## config.mk

```make
export PLATFORM = sky130hd
export DESIGN_NAME = snax_hwpe_to_reqrsp_wide
export DESIGN_NICKNAME = d
export VERILOG_FILES = /design/src/rtl/snax_hwpe_to_reqrsp_wide.sv
export SDC_FILE = /design/constraint.sdc
export NUM_CORES = 1
export LEC_CHECK = 0
export CAP_MARGIN = 20
export CELL_PAD_IN_SITES_DETAIL_PLACEMENT = 0
export CELL_PAD_IN_SITES_GLOBAL_PLACEMENT = 2
export CORE_AREA = 5 5 210 365
export CTS_CLUSTER_DIAMETER = 60
export DETAILED_ROUTE_END_ITERATION = 7
export DIE_AREA = 0 0 215 370
export PLACE_DENSITY_LB_ADDON = 0.1
export SYNTH_ARGS = -nofsm -noshare
export SYNTH_HDL_FRONTEND = slang
export SYNTH_SLANG_ARGS = --single-unit
```

## constraint.sdc

```tcl
create_clock -name clk_i -period 28.3 [get_ports clk_i]
set_input_delay 5.66 -clock clk_i [delete_from_list [all_inputs] [get_ports clk_i]]
set_output_delay 5.66 -clock clk_i [all_outputs]
set_load 0.05 [all_outputs]
```

## src/rtl/snax_hwpe_to_reqrsp_wide.sv

```systemverilog
// snax_hwpe_to_reqrsp_wide: HWPE TCDM master to reqrsp TCDM bridge with lane steering, in-order tag queue and credit limit
// Ports: clk_i/rst_i (sync active-high); hwpe_* HWPE master side (req/gnt, addr, wen=1 read, be, data, r_data/r_valid);
// tcdm_q_* reqrsp request channel; tcdm_p_* reqrsp response channel (ready tied 1); busy_o activity; err_o sticky stray response.
module snax_hwpe_to_reqrsp_wide #(
  parameter int AddrWidth      = 48,
  parameter int DataWidth      = 64,
  parameter int HwpeDataWidth  = 32,
  parameter int AddrShift      = 0,
  parameter int ReqFifoDepth   = 8,
  parameter int MaxOutstanding = 8
) (
  input  logic                       clk_i,
  input  logic                       rst_i,
  input  logic                       hwpe_req_i,
  output logic                       hwpe_gnt_o,
  input  logic [31:0]                hwpe_add_i,
  input  logic                       hwpe_wen_i,
  input  logic [HwpeDataWidth/8-1:0] hwpe_be_i,
  input  logic [HwpeDataWidth-1:0]   hwpe_data_i,
  output logic [HwpeDataWidth-1:0]   hwpe_r_data_o,
  output logic                       hwpe_r_valid_o,
  output logic                       tcdm_q_valid_o,
  input  logic                       tcdm_q_ready_i,
  output logic [AddrWidth-1:0]       tcdm_q_addr_o,
  output logic                       tcdm_q_write_o,
  output logic [DataWidth-1:0]       tcdm_q_data_o,
  output logic [DataWidth/8-1:0]     tcdm_q_strb_o,
  input  logic                       tcdm_p_valid_i,
  input  logic [DataWidth-1:0]       tcdm_p_data_i,
  output logic                       tcdm_p_ready_o,
  output logic                       busy_o,
  output logic                       err_o
);
  localparam int Lanes = DataWidth / HwpeDataWidth;
  localparam int LaneW = Lanes > 1 ? $clog2(Lanes) : 1;
  localparam int BeW   = HwpeDataWidth / 8;
  localparam int OffW  = $clog2(BeW);
  localparam int StrbW = DataWidth / 8;
  localparam int EntW  = AddrWidth + 1 + DataWidth + StrbW;
  localparam int RPtrW = $clog2(ReqFifoDepth);
  localparam int RCntW = $clog2(ReqFifoDepth + 1);
  localparam int TPtrW = MaxOutstanding > 1 ? $clog2(MaxOutstanding) : 1;
  localparam int CntW  = $clog2(MaxOutstanding + 1);
  logic [EntW-1:0]  rmem_q [ReqFifoDepth];
  logic [LaneW:0]   tmem_q [MaxOutstanding];
  logic [RPtrW-1:0] rwp_q, rwp_d, rrp_q, rrp_d;
  logic [RCntW-1:0] rcnt_q, rcnt_d;
  logic [TPtrW-1:0] twp_q, twp_d, trp_q, trp_d;
  logic [CntW-1:0]  ocnt_q, ocnt_d;
  logic             err_q, err_d, rst_q;
  logic [31:0]      sh;
  logic [LaneW-1:0] lane;
  logic [StrbW-1:0] strb;
  logic [LaneW:0]   tag;
  logic             accept, q_pop, p_ok, p_fire;
  assign sh     = hwpe_add_i << AddrShift;
  assign lane   = Lanes > 1 ? sh[OffW +: LaneW] : '0;
  assign strb   = hwpe_wen_i ? '1 : StrbW'(hwpe_be_i) << (lane * BeW);
  assign hwpe_gnt_o = !rst_i & hwpe_req_i & (rcnt_q != RCntW'(ReqFifoDepth)) & (ocnt_q < CntW'(MaxOutstanding));
  assign accept = hwpe_req_i & hwpe_gnt_o;
  assign tcdm_q_valid_o = !rst_i & (rcnt_q != '0);
  assign q_pop  = tcdm_q_valid_o & tcdm_q_ready_i;
  assign {tcdm_q_addr_o, tcdm_q_write_o, tcdm_q_data_o, tcdm_q_strb_o} = rmem_q[rrp_q];
  // Responses are ignored during reset and in the first cycle after it, so stale in-flight beats are dropped cleanly
  assign p_ok   = tcdm_p_valid_i & !rst_i & !rst_q;
  assign p_fire = p_ok & (ocnt_q != '0);
  assign tag    = tmem_q[trp_q];
  assign hwpe_r_valid_o = p_fire & !tag[LaneW];
  assign hwpe_r_data_o  = hwpe_r_valid_o ? tcdm_p_data_i[tag[LaneW-1:0] * HwpeDataWidth +: HwpeDataWidth] : '0;
  assign tcdm_p_ready_o = 1'b1;
  assign busy_o = !rst_i & ((rcnt_q != '0) | (ocnt_q != '0));
  assign err_o  = err_q;
  always_comb begin
    rwp_d  = rwp_q + RPtrW'(accept);
    rrp_d  = rrp_q + RPtrW'(q_pop);
    rcnt_d = rcnt_q + RCntW'(accept) - RCntW'(q_pop);
    twp_d  = accept ? (twp_q == TPtrW'(MaxOutstanding - 1) ? '0 : twp_q + 1'b1) : twp_q;
    trp_d  = p_fire ? (trp_q == TPtrW'(MaxOutstanding - 1) ? '0 : trp_q + 1'b1) : trp_q;
    ocnt_d = ocnt_q + CntW'(accept) - CntW'(p_fire);
    err_d  = err_q | (p_ok & (ocnt_q == '0));
  end
  always_ff @(posedge clk_i) begin
    rst_q <= rst_i;
    if (rst_i) begin
      rwp_q  <= '0;
      rrp_q  <= '0;
      rcnt_q <= '0;
      twp_q  <= '0;
      trp_q  <= '0;
      ocnt_q <= '0;
      err_q  <= 1'b0;
    end else begin
      rwp_q  <= rwp_d;
      rrp_q  <= rrp_d;
      rcnt_q <= rcnt_d;
      twp_q  <= twp_d;
      trp_q  <= trp_d;
      ocnt_q <= ocnt_d;
      err_q  <= err_d;
    end
    if (accept) rmem_q[rwp_q] <= {AddrWidth'(sh), !hwpe_wen_i, {Lanes{hwpe_data_i}}, strb};
    if (accept) tmem_q[twp_q] <= {!hwpe_wen_i, lane};
  end
endmodule

```

---- Yosys cells after proc, flatten, opt, wreduce, memory -nomap -nowiden ----
Memories as Yosys holds them, arrays and structs flattened. A register that Yosys moved wholly into a read port is not among the register bits.
Index checks and enable logic that the tools add are counted.
storage, ports and cells
  memories ................................ 2
  register bits after elaboration ......... 22
  output and inout port bits .............. 159
  RAM bits ................................ 856
  word-level logic and storage cells ...... 54
  bits of input ports ..................... 138
memory list
  name    depth  width  read ports  clocked after Yosys merged registers in  write ports  RTL line  text
  rmem_q  8      105    1           1                                        1            44        logic [EntW-1:0] rmem_q [ReqFifoDepth];
  tmem_q  8      2      1           1                                        1            45        logic [LaneW:0] tmem_q [MaxOutstanding];
cells by class
  mux-type cells .......................... 9
  bitwise operators ....................... 14
  add/subtract/negate cells ............... 8
  magnitude comparators ................... 1
  equal/unequal tests ..................... 3
  shifts and indexed selects .............. 2
  reductions and logical operators ........ 7
operators with widths
  kind                                               number
  indexed part select 64 x 7 -> 32 bit               1
  two-way mux 32 bit                                 1
  two-way mux 3 bit                                  5
  bitwise AND 1 bit                                  12
  adder 4 x 1 -> 4 bit                               2
  two-way mux 8 bit                                  1
  nonzero test 4 bit                                 2
  left shift 4 x 3 -> 8 bit                          1
  subtractor 4 x 1 -> 4 bit                          2
  adder 3 x 1 -> 3 bit                               2
  adder 3 x 1 -> 3 bit, second input constant        2
  == test 3 bit, second input constant               2
  zero test 1 bit                                    4
  zero test 4 bit                                    1
  less-than comparator 4 bit, second input constant  1
  inequality test 4 bit, second input constant       1
  two-way mux 1 bit                                  2
  OR 1 bit                                           2

---- Depth between registers and ports, before layout ----
Gate-level depths: netlist (run 1).
  depth in word-level cells ............... 7
  depth in mapped cells ................... 12
  mapped depth without buffers ............ 11

---- Worst setup path before layout (run 1) ----
Ideal clock, no wire load.
  path kind ............................... input-to-reg
  from .................................... in rst_i
  to ...................................... mem rmem_q[4][0] (netlist name), enable pin
  arrival time ............................ 13869 ps
  path buffers ............................ 2
  cell stages on the path ................. 5
  setup slack ............................. 13721 ps
  required time ........................... 27590 ps
  setup time .............................. 710 ps
  cells stage by stage .................... clkbuf_1 nor2_1 o311ai_1 clkbuf_1 nor4b_1
between the ends
  word-level cells in the longest chain between the ends .. 7
RTL lines
  what                                     RTL line  text
  start, declared                          13        input logic rst_i,
  zero test 1 bit                          59        assign hwpe_gnt_o = !rst_i & hwpe_req_i & (rcnt_q != RCntW'(ReqFifoDepth)) & (ocnt_q < CntW'(MaxOutstanding));
  bitwise AND 1 bit (3 in series)          59
  bitwise AND 1 bit                        60        assign accept = hwpe_req_i & hwpe_gnt_o;
  two-way mux 1 bit                        101       if (accept) rmem_q[rwp_q] <= {AddrWidth'(sh), !hwpe_wen_i, {Lanes{hwpe_data_i}}, strb};
  two-way mux 1 bit (not written as such)  101
  end, declared                            44
No other way between the ends.

---- Worst setup path in the final report (run 1) ----
  from .................................... in rst_i
  to ...................................... out hwpe_r_data_o[12]
between the ends
  word-level cells in the longest chain between the ends .. 6
RTL lines
  what                             RTL line  text
  zero test 1 bit                  65        assign p_ok = tcdm_p_valid_i & !rst_i & !rst_q;
  bitwise AND 1 bit (2 in series)  65
  bitwise AND 1 bit                66        assign p_fire = p_ok & (ocnt_q != '0);
  bitwise AND 1 bit                68        assign hwpe_r_valid_o = p_fire & !tag[LaneW];
  two-way mux 32 bit               69        assign hwpe_r_data_o = hwpe_r_valid_o ? tcdm_p_data_i[tag[LaneW-1:0] * HwpeDataWidth +: HwpeDataWidth] : '0;
  end, declared                    20        output logic [HwpeDataWidth-1:0] hwpe_r_data_o,
No other way between the ends.

==> results of run 1 <==
[stage by stage]
stage / cells / hold slack (ns)
2_1_floorplan: 1156 / 0.476
4_1_cts: 2410 / 0.508
5_1_grt: 2411 / 0.558
3_3_place_gp: 2302 / 0.463
3_5_place_dp: 2302 / 0.490
6_report: 2413 / 0.491
[worst max path at each step]
stage	start	to	slack, ns
final	rst_i	hwpe_r_data_o[12]	13.81
after global routing	rst_i	hwpe_r_data_o[18]	13.50
after CTS	rst_i	hwpe_r_data_o[12]	13.76
after detailed placement	rst_i	hwpe_r_data_o[12]	13.76
after global placement	rst_i	hwpe_r_data_o[25]	13.86
after floorplan	rst_i	rmem_q[4][0]	13.72
[registers in the layout, summed over array words and instances, names as in the netlist, 3 cells and up, named ones only]
name	flops
twp_q	3
tmem_q	16
ocnt_q	4
rcnt_q	4
rmem_q	584
trp_q	3
rwp_q	3
rrp_q	3
[per-layer routing]
| layer | GRT usage (%) | up-vias |
|---|---|---|
| met5 | 0 | - |
| met4 | 3.30 | 4 |
| met2 | 27.2 | 262 |
| li1 | - | 5163 |
| met3 | 3.73 | 69 |
| met1 | 16.4 | 6127 |
[cell families (layout without fill, tap and decap cells)]
logic type | Yosys count | in the layout | synth area share (%)
and+or+nand+nor | 93 | 93 | 1.76
buffers and inverters | 119 | 435 | 2.77
DFF | 625 | 625 | 75.1
muxes | 257 | 257 | 18.5
AOI/OAI and AO/OA | 18 | 18 | 0.467
other | 2 | 20 | 0.0305
adders and majority gates | 21 | 21 | 1.13
xor gates and xnor gates | 6 | 6 | 0.213
[final cells by class]
cell class                 instances  area, um2  area share, %
clock buffer                      67       1490           4.88
multi-input combinational        412       5570           18.3
antenna                            3       7.51         0.0247
tap                              938       1170           3.86
sequential                       625      18500           60.9
inverter                          19       71.3          0.234
timing repair buffer             308       3010           9.89
clock inverter                    41        594           1.95
[worst max-delay path: stages]
cell and delay [ns]:
clkdlybuf4s50_1 0.39, buf_4 0.22, nor4b_2 0.65, nand2_1 0.75
nor2_1 0.31, clkdlybuf4s50_1 0.84
[power groups by stage]
stage          clock network [mW]  logic (mW)  registers (mW)
3_3_place_gp                    0       0.524            1.09
6_report                    0.844       0.512            1.07
3_5_place_dp                    0       0.524            1.09
2_1_floorplan                   0       0.384            1.08
5_1_grt                     0.913       0.545            1.07
4_1_cts                     0.876       0.526            1.07
[placed cells by master (no fill, tap or decap), types with 5 or more instances in the layout]
cell	netlist	layout
mux2i_1	33	33
clkinv_1	0	9
a21o_1	6	6
nor2_1	47	46
ha_1	19	19
conb_1	2	17
mux4_2	146	146
clkbuf_16	0	58
inv_1	19	19
bufinv_16	0	13
clkinv_4	0	5
clkbuf_1	33	9
clkinv_2	0	8
a21oi_1	6	6
edfxtp_1	600	600
clkdlybuf4s50_1	0	279
buf_4	49	29
dfxtp_1	25	22
nor2b_1	6	6
mux2_2	73	73
nand2_1	20	20
==> impl_metrics.env, run 1 <==
export IMPL_status="finished clean"
export IMPL_h_tree_depth=2
export IMPL_synth_edff_count=600
export IMPL_met1Wirelength_um=22700
export IMPL_fin_area_mm2=0.0304
export IMPL_total_power_mw=2.42
export IMPL_critPathKind="input port to output port"
export IMPL_hold_start="err_o"
export IMPL_ys_flop_type="edfxtp_1"
export IMPL_async_flop_share_pct=0
export IMPL_avgRoutedWirePerCell_um=24.0
export IMPL_rrSetupSlack_ns=25.01
export IMPL_rows=132
export IMPL_cts_tree="yes"
export IMPL_finalSetupTns_ns=0
export IMPL_synth_top_area_share_pct=73.1
export IMPL_cts_buffer_depth=3
export IMPL_grt_pass1_vias=13000
export IMPL_power_density_mw_per_mm2=79.5
export IMPL_p_comb_share_pct=21.1
export IMPL_die_x_um=215
export IMPL_worst_clock_skew_ns=0.0324
export IMPL_grt_usage_pct=14.4
export IMPL_cp_required_ns=22.64
export IMPL_crit_fanout=33
export IMPL_postCtsHoldBufs=0
export IMPL_area_growth_pct=23.4
export IMPL_netSwitchingFraction_pct=27.6
export IMPL_clk_latency_ns=0.65
export IMPL_ys_seq_area_share_pct=75.1
export IMPL_synth_most_common_cell="edfxtp_1"
export IMPL_io_pin_count=297
export IMPL_synthTopCellsByCount="edfxtp_1 (600), mux4_2 (146), mux2_2 (73)"
export IMPL_end_kind="output port"
export IMPL_grt_overflow=0
export IMPL_firstDrtPassIters=4
export IMPL_clkTransAtPathRegs_ns=0.06
export IMPL_synth_area_top_cells="edfxtp_1 (73%), mux4_2 (13%), mux2_2 (3.3%), dfxtp_1 (2.0%), buf_4 (1.5%)"
export IMPL_reg2reg_from="rcnt_q[2]"
export IMPL_power_frac_clock_pct=34.8
export IMPL_finalWorstSetupSlack_ns=13.81
export IMPL_cts_repair_resized=0
export IMPL_portBuffers=279
export IMPL_p_seq_share_pct=44.0
export IMPL_fill_cells=6481
export IMPL_ant_nets=0
export IMPL_initial_utilization_pct=33.5
export IMPL_layout_nets=1583
export IMPL_rsz0062_at_grt="no"
export IMPL_wl_um=57900
export IMPL_hold_path_end="err_o"
export IMPL_vdd_drop_max_mv=0.0543
export IMPL_grt_start_max_net_pins=60
export IMPL_worstHoldPathType="flop to flop"
export IMPL_setup_viol=0
export IMPL_die_h_um=370
export IMPL_relSlewSlack_pct=35.7
export IMPL_max_freq_mhz=69.0
export IMPL_synth_area_leader_cell="edfxtp_1"
export IMPL_synth_seq_cells=625
export IMPL_grt_pass1_wl_um=85700
export IMPL_crit_arrival_ns=8.83
export IMPL_reg2reg_to="rmem_q[3][99]"
export IMPL_finish_utilization_pct=41.4
export IMPL_tightestPinTransition_ns=0.965
export IMPL_hold_violations=0
export IMPL_ys_types=34
export IMPL_placed_area_mm2=0.0283
export IMPL_drc=0
export IMPL_reg2regPathDepth=10
export IMPL_start_kind="input port"
export IMPL_vias=11600
export IMPL_holdPathStages=2
export IMPL_p_leak_nw=9.61
export IMPL_min_period_over_period_pct=51.2
export IMPL_cts_root_buf="clkbuf_16"
export IMPL_hpwl_um=33600
export IMPL_max_cap_violations=0
export IMPL_switchingPower_mw=0.669
export IMPL_grt_antenna_before_repair=5
export IMPL_internal_power_mw=1.75
export IMPL_netlist_area_mm2=0.0247
export IMPL_cts_setup_buffers=0
export IMPL_wl_met3_um=3090
export IMPL_gp_congestion=0.713
export IMPL_cts_buffers=58
export IMPL_drt_iter0_markers=508
export IMPL_die_area_mm2=0.0796
export IMPL_syn_avg_cell_area_um2=21.6
export IMPL_netlist_instances=1141
export IMPL_yosys_warnings=0
export IMPL_vias_per_cell=4.82
export IMPL_wl_met2_um=31100
export IMPL_core_area_mm2=0.0735
export IMPL_pre_cts_ws_ns=13.76
export IMPL_highest_layer="met5"
export IMPL_drive_gt1_share_pct=23.9
export IMPL_fin_crit_ns=14.49
export IMPL_cts_sinks=625
export IMPL_final_max_slew_violation_count=0
Power figures use the tool's default switching activity.
==> inputs of run 2 (changes only) <==
==> constraint.sdc (replaced) <==
create_clock -name clk_i -period 12.7 [get_ports clk_i]
set_input_delay 2.54 -clock clk_i [delete_from_list [all_inputs] [get_ports clk_i]]
set_output_delay 2.54 -clock clk_i [all_outputs]
set_load 0.05 [all_outputs]
==> impl_metrics.env, run 2 (synthesis gave the netlist of run 1 again) <==
export IMPL_slowest_delay_ns=0.84
export IMPL_h_tree_depth=2
export IMPL_core_area_mm2=0.0735
export IMPL_max_cap_violations=0
export IMPL_min_period_over_period_pct=65.1
export IMPL_start_kind="input port"
export IMPL_cts_buffer_depth=3
export IMPL_cts_repair_resized=0
export IMPL_hold_violations=0
export IMPL_cts_root_buf="clkbuf_16"
export IMPL_vdd_drop_max_mv=0.106
export IMPL_cp_num_buf_inv=3
export IMPL_grt_pass1_vias=13100
export IMPL_final_common_cell="edfxtp_1"
export IMPL_hold_start="err_o"
export IMPL_p_seq_share_pct=45.5
export IMPL_slowest_stage="clkdlybuf4s50_1"
export IMPL_rrSetupSlack_ns=9.50
export IMPL_power_density_mw_per_mm2=172
export IMPL_fill_cells=6532
export IMPL_clkTransAtPathRegs_ns=0.07
export IMPL_gr_usage_met3_pct=3.38
export IMPL_drc=0
export IMPL_switchingPower_mw=1.48
export IMPL_cts_tree="yes"
export IMPL_seqCellArea_mm2=0.0185
export IMPL_reg2regPathDepth=10
export IMPL_finish_utilization_pct=41.1
export IMPL_crit_fanout=33
export IMPL_clk_latency_ns=0.63
export IMPL_portBuffers=279
export IMPL_drt_iter0_markers=571
export IMPL_reg2reg_to="rmem_q[3][42]"
export IMPL_power_frac_clock_pct=32.4
export IMPL_hold_path_end="err_o"
export IMPL_vias_per_cell=4.80
export IMPL_layout_nets=1583
export IMPL_max_freq_mhz=121
export IMPL_timing_hold_ws_ns=0.494
export IMPL_vias=11600
export IMPL_avgRoutedWirePerCell_um=24.0
export IMPL_critPathKind="input port to output port"
export IMPL_relSlewSlack_pct=34.4
export IMPL_regMostFlops="rmem_q"
export IMPL_busiest_layer="met2"
export IMPL_grt_overflow=0
export IMPL_ant_nets=0
export IMPL_end_kind="output port"
export IMPL_critical_path_top_delay_family="simple AND/OR/NAND/NOR gates"
export IMPL_internal_power_mw=3.72
export IMPL_grt_usage_pct=14.5
export IMPL_die_area_mm2=0.0796
export IMPL_wl_um=57800
export IMPL_reg2reg_from="rcnt_q[2]"
export IMPL_p_comb_share_pct=22.2
export IMPL_finalSetupTns_ns=0
export IMPL_crit_path_cell_trace="clkdlybuf4s50_1, buf_4, nor4b_2, nand2_1, nor2_1, clkdlybuf4s50_1"
export IMPL_use_met1_pct=17.1
export IMPL_io_pin_count=297
export IMPL_cp_num_cells=6
export IMPL_crit_arrival_ns=5.73
export IMPL_grt_antenna_before_repair=5
export IMPL_firstDrtPassIters=4
export IMPL_initial_utilization_pct=33.5
export IMPL_worst_clock_skew_ns=0.0189
export IMPL_final_max_slew_violation_count=0
export IMPL_postCtsHoldBufs=0
export IMPL_hpwl_um=33800
export IMPL_area_growth_pct=22.4
export IMPL_cts_buffers=59
export IMPL_die_h_um=370
export IMPL_fin_crit_ns=8.27
export IMPL_cts_sinks=625
export IMPL_rsz0062_at_grt="no"
export IMPL_status="finished clean"
export IMPL_multi_input_area_mm2=0.00557
export IMPL_gp_congestion=0.716
export IMPL_p_leak_nw=9.48
export IMPL_final_cell_mix="edfxtp_1 (600), clkdlybuf4s50_1 (279), mux4_2 (146)"
export IMPL_grt_pass1_wl_um=86600
export IMPL_rows=132
export IMPL_holdPathStages=2
export IMPL_cts_setup_buffers=0
export IMPL_largest_reg_flops=584
export IMPL_largestRegisters="rmem_q x584, tmem_q x16"
export IMPL_worstHoldPathType="flop to flop"
export IMPL_setup_viol=0
export IMPL_tightestPinTransition_ns=0.984
export IMPL_cp_required_ns=10.16
export IMPL_grt_met2_usage_pct=26.8
export IMPL_drive_gt1_share_pct=23.2
export IMPL_die_x_um=215
export IMPL_cp_common_cell="clkdlybuf4s50_1"
export IMPL_netSwitchingFraction_pct=28.4
export IMPL_grt_start_max_net_pins=89
## run 2: power groups by stage
stage / clock network (mW) / logic (mW) / registers, mW
finish: 1.68 / 1.15 / 2.36
global route: 1.83 / 1.23 / 2.37
CTS: 1.75 / 1.19 / 2.37
detailed placement: 0 / 1.18 / 2.41
global placement: 0 / 1.18 / 2.41
floorplan: 0 / 0.856 / 2.40
## run 2: metrics by stage
| step | std cells | cell area, um2 | total power, mW | worst slack [ns] |
|---|---|---|---|---|
| 2_1_floorplan | 1156 | 24700 | 3.25 | 1.24 |
| 6_report | 2415 | 30200 | 5.20 | 4.43 |
| 3_3_place_gp | 2301 | 28400 | 3.59 | 4.50 |
| 5_1_grt | 2413 | 30200 | 5.44 | 4.04 |
| 4_1_cts | 2411 | 30200 | 5.30 | 4.36 |
| 3_5_place_dp | 2301 | 28400 | 3.59 | 4.37 |
## run 2: cell type report
type                            instances  share of cell area (%)
Timing Repair Buffer                  307                    9.99
Tap cell                              938                    3.89
Antenna cell                            4                  0.0332
Clock inverter                         38                   0.904
Sequential cell                       625                    61.4
Multi-Input combinational cell        412                    18.4
Inverter                               19                   0.236
Clock buffer                           72                    5.12
## run 2: worst register-to-register path, stage by stage (launching register included)
cell and delay [ns]:
dfxtp_1 0.31, inv_1 0.06, ha_1 0.19, inv_1 0.06, o311ai_2 0.10, buf_4 0.23, inv_1 0.19, nand2_1 0.21
nor3b_2 0.28, buf_4 0.43, buf_4 0.73
## run 2: worst max-delay path by stage
stage | startpoint | endpoint | slack [ns]
2_1_floorplan | rst_i | rmem_q[4][0] | 1.24
3_3_place_gp | rst_i | hwpe_r_data_o[25] | 4.50
3_5_place_dp | rst_i | hwpe_r_data_o[17] | 4.37
4_1_cts | rst_i | hwpe_r_data_o[17] | 4.36
5_1_grt | rst_i | hwpe_r_data_o[17] | 4.04
6_report | rst_i | hwpe_r_data_o[17] | 4.43
## run 2: per-layer routing
layer  routed length, um  vias up
met4                1100        2
li1                    -     5172
met5                  11        -
met2               31000      249
met1               22900     6083
met3                2880       75
==> inputs of run 3 (changes only) <==
==> constraint.sdc (replaced) <==
create_clock -name clk_i -period 8.6 [get_ports clk_i]
set_input_delay 1.72 -clock clk_i [delete_from_list [all_inputs] [get_ports clk_i]]
set_output_delay 1.72 -clock clk_i [all_outputs]
set_load 0.05 [all_outputs]
==> impl_metrics.env, run 3 (synthesis gave the netlist of run 1 again) <==
export IMPL_grt_pass1_wl_um=85600
export IMPL_gp_congestion=0.713
export IMPL_cts_setup_buffers=0
export IMPL_grt_antenna_before_repair=4
export IMPL_max_freq_mhz=151
export IMPL_rsz0062_at_grt="no"
export IMPL_setup_viol=0
export IMPL_p_leak_nw=9.54
export IMPL_ant_nets=0
export IMPL_reg2reg_to="rmem_q[3][42]"
export IMPL_crit_arrival_ns=4.90
export IMPL_wl_um=57400
export IMPL_rrSetupSlack_ns=5.51
export IMPL_finalSetupTns_ns=0
export IMPL_worstHoldPathType="flop to flop"
export IMPL_io_pin_count=297
export IMPL_fin_crit_ns=6.62
export IMPL_reg2reg_from="rcnt_q[2]"
export IMPL_cp_required_ns=6.88
export IMPL_postCtsHoldBufs=0
export IMPL_cts_tree="yes"
export IMPL_die_area_mm2=0.0796
export IMPL_avgRoutedWirePerCell_um=23.8
export IMPL_die_h_um=370
export IMPL_timing_hold_ws_ns=0.478
export IMPL_worst_clock_skew_ns=0.0171
export IMPL_largestRegisters="rmem_q x584, tmem_q x16"
export IMPL_hpwl_um=33100
export IMPL_min_period_over_period_pct=77.0
export IMPL_firstDrtPassIters=4
export IMPL_fin_area_mm2=0.0303
export IMPL_vias_per_cell=4.80
export IMPL_holdPathStages=2
export IMPL_grt_overflow=0
export IMPL_vias=11600
export IMPL_final_cell_mix="edfxtp_1 (600), clkdlybuf4s50_1 (279), mux4_2 (146)"
export IMPL_crit_fanout=33
export IMPL_tightestPinTransition_ns=1.06
export IMPL_portBuffers=279
export IMPL_core_area_mm2=0.0735
export IMPL_cts_buffers=58
export IMPL_cts_buffer_depth=3
export IMPL_status="finished clean"
export IMPL_power_density_mw_per_mm2=257
export IMPL_grt_pass1_vias=13100
export IMPL_final_common_cell="edfxtp_1"
export IMPL_drc=0
export IMPL_cts_root_buf="clkbuf_16"
export IMPL_drive_gt1_share_pct=23.4
export IMPL_area_growth_pct=23.0
export IMPL_drt_iter0_markers=560
export IMPL_vdd_drop_max_mv=0.186
export IMPL_cts_sinks=625
export IMPL_final_max_slew_violation_count=0
export IMPL_grt_start_max_net_pins=94
export IMPL_relSlewSlack_pct=29.4
export IMPL_hold_violations=0
export IMPL_end_kind="output port"
export IMPL_h_tree_depth=2
export IMPL_start_kind="input port"
export IMPL_die_x_um=215
export IMPL_grt_usage_pct=14.3
export IMPL_rows=132
export IMPL_cts_repair_resized=0
export IMPL_hold_path_end="err_o"
export IMPL_clk_latency_ns=0.63
export IMPL_clkTransAtPathRegs_ns=0.06
export IMPL_critPathKind="input port to output port"
export IMPL_largest_reg_flops=584
export IMPL_layout_nets=1581
export IMPL_total_power_mw=7.81
export IMPL_reg2regPathDepth=10
export IMPL_hold_start="err_o"
export IMPL_placed_area_mm2=0.0284
export IMPL_max_cap_violations=0
export IMPL_regMostFlops="rmem_q"
export IMPL_initial_utilization_pct=33.5
==> run 3: metal layers <==
metal  vias up  global-route usage (%)  wire [um]
met5         -                       0         13
met1      6123                    17.6      23300
met3        71                    3.29       2680
met4         2                    3.57       1220
met2       238                    25.7      30100
li1       5148                       -          -
==> run 3: worst max path at each step <==
stage	from	end	slack, ns
after floorplan	rst_i	rmem_q[3][0]	0.19
after global placement	rst_i	hwpe_r_data_o[25]	2.03
after detailed placement	rst_i	hwpe_r_data_o[12]	1.92
after CTS	rst_i	hwpe_r_data_o[12]	1.92
after global routing	rst_i	hwpe_r_data_o[14]	1.66
final	rst_i	hwpe_r_data_o[12]	1.98
==> run 3: cell type report <==
| type | count | area, um2 |
|---|---|---|
| Inverter | 19 | 71.3 |
| Multi-Input combinational cell | 412 | 5590 |
| Antenna cell | 5 | 12.5 |
| Tap cell | 938 | 1170 |
| Fill cell | 6496 | 43200 |
| Timing Repair Buffer | 306 | 3040 |
| Clock inverter | 40 | 440 |
| Clock buffer | 66 | 1480 |
| Sequential cell | 625 | 18500 |
==> run 3: worst max-delay path, cell delays in order <==
cell and delay [ns]:
clkdlybuf4s50_1 0.40, buf_4 0.22, nor4b_2 0.66, nand2_1 0.74, nor2_1 0.31, clkdlybuf4s50_1 0.84
==> run 3: stage by stage <==
stage / utilization (%) / setup slack, ns / cells
finish: 41.3 / 1.98 / 2411
global route: 41.3 / 1.66 / 2406
CTS: 41.3 / 1.92 / 2406
detailed placement: 38.6 / 1.92 / 2300
global placement: 38.6 / 2.03 / 2299
floorplan: - / 0.191 / 1156
==> run 3: where the power goes <==
group          total, mW  internal (mW)  switching, mW
sequential          3.50           3.43         0.0656
clock               2.61           1.48           1.13
combinational       1.70          0.699          0.998
total               7.81           5.62           2.19
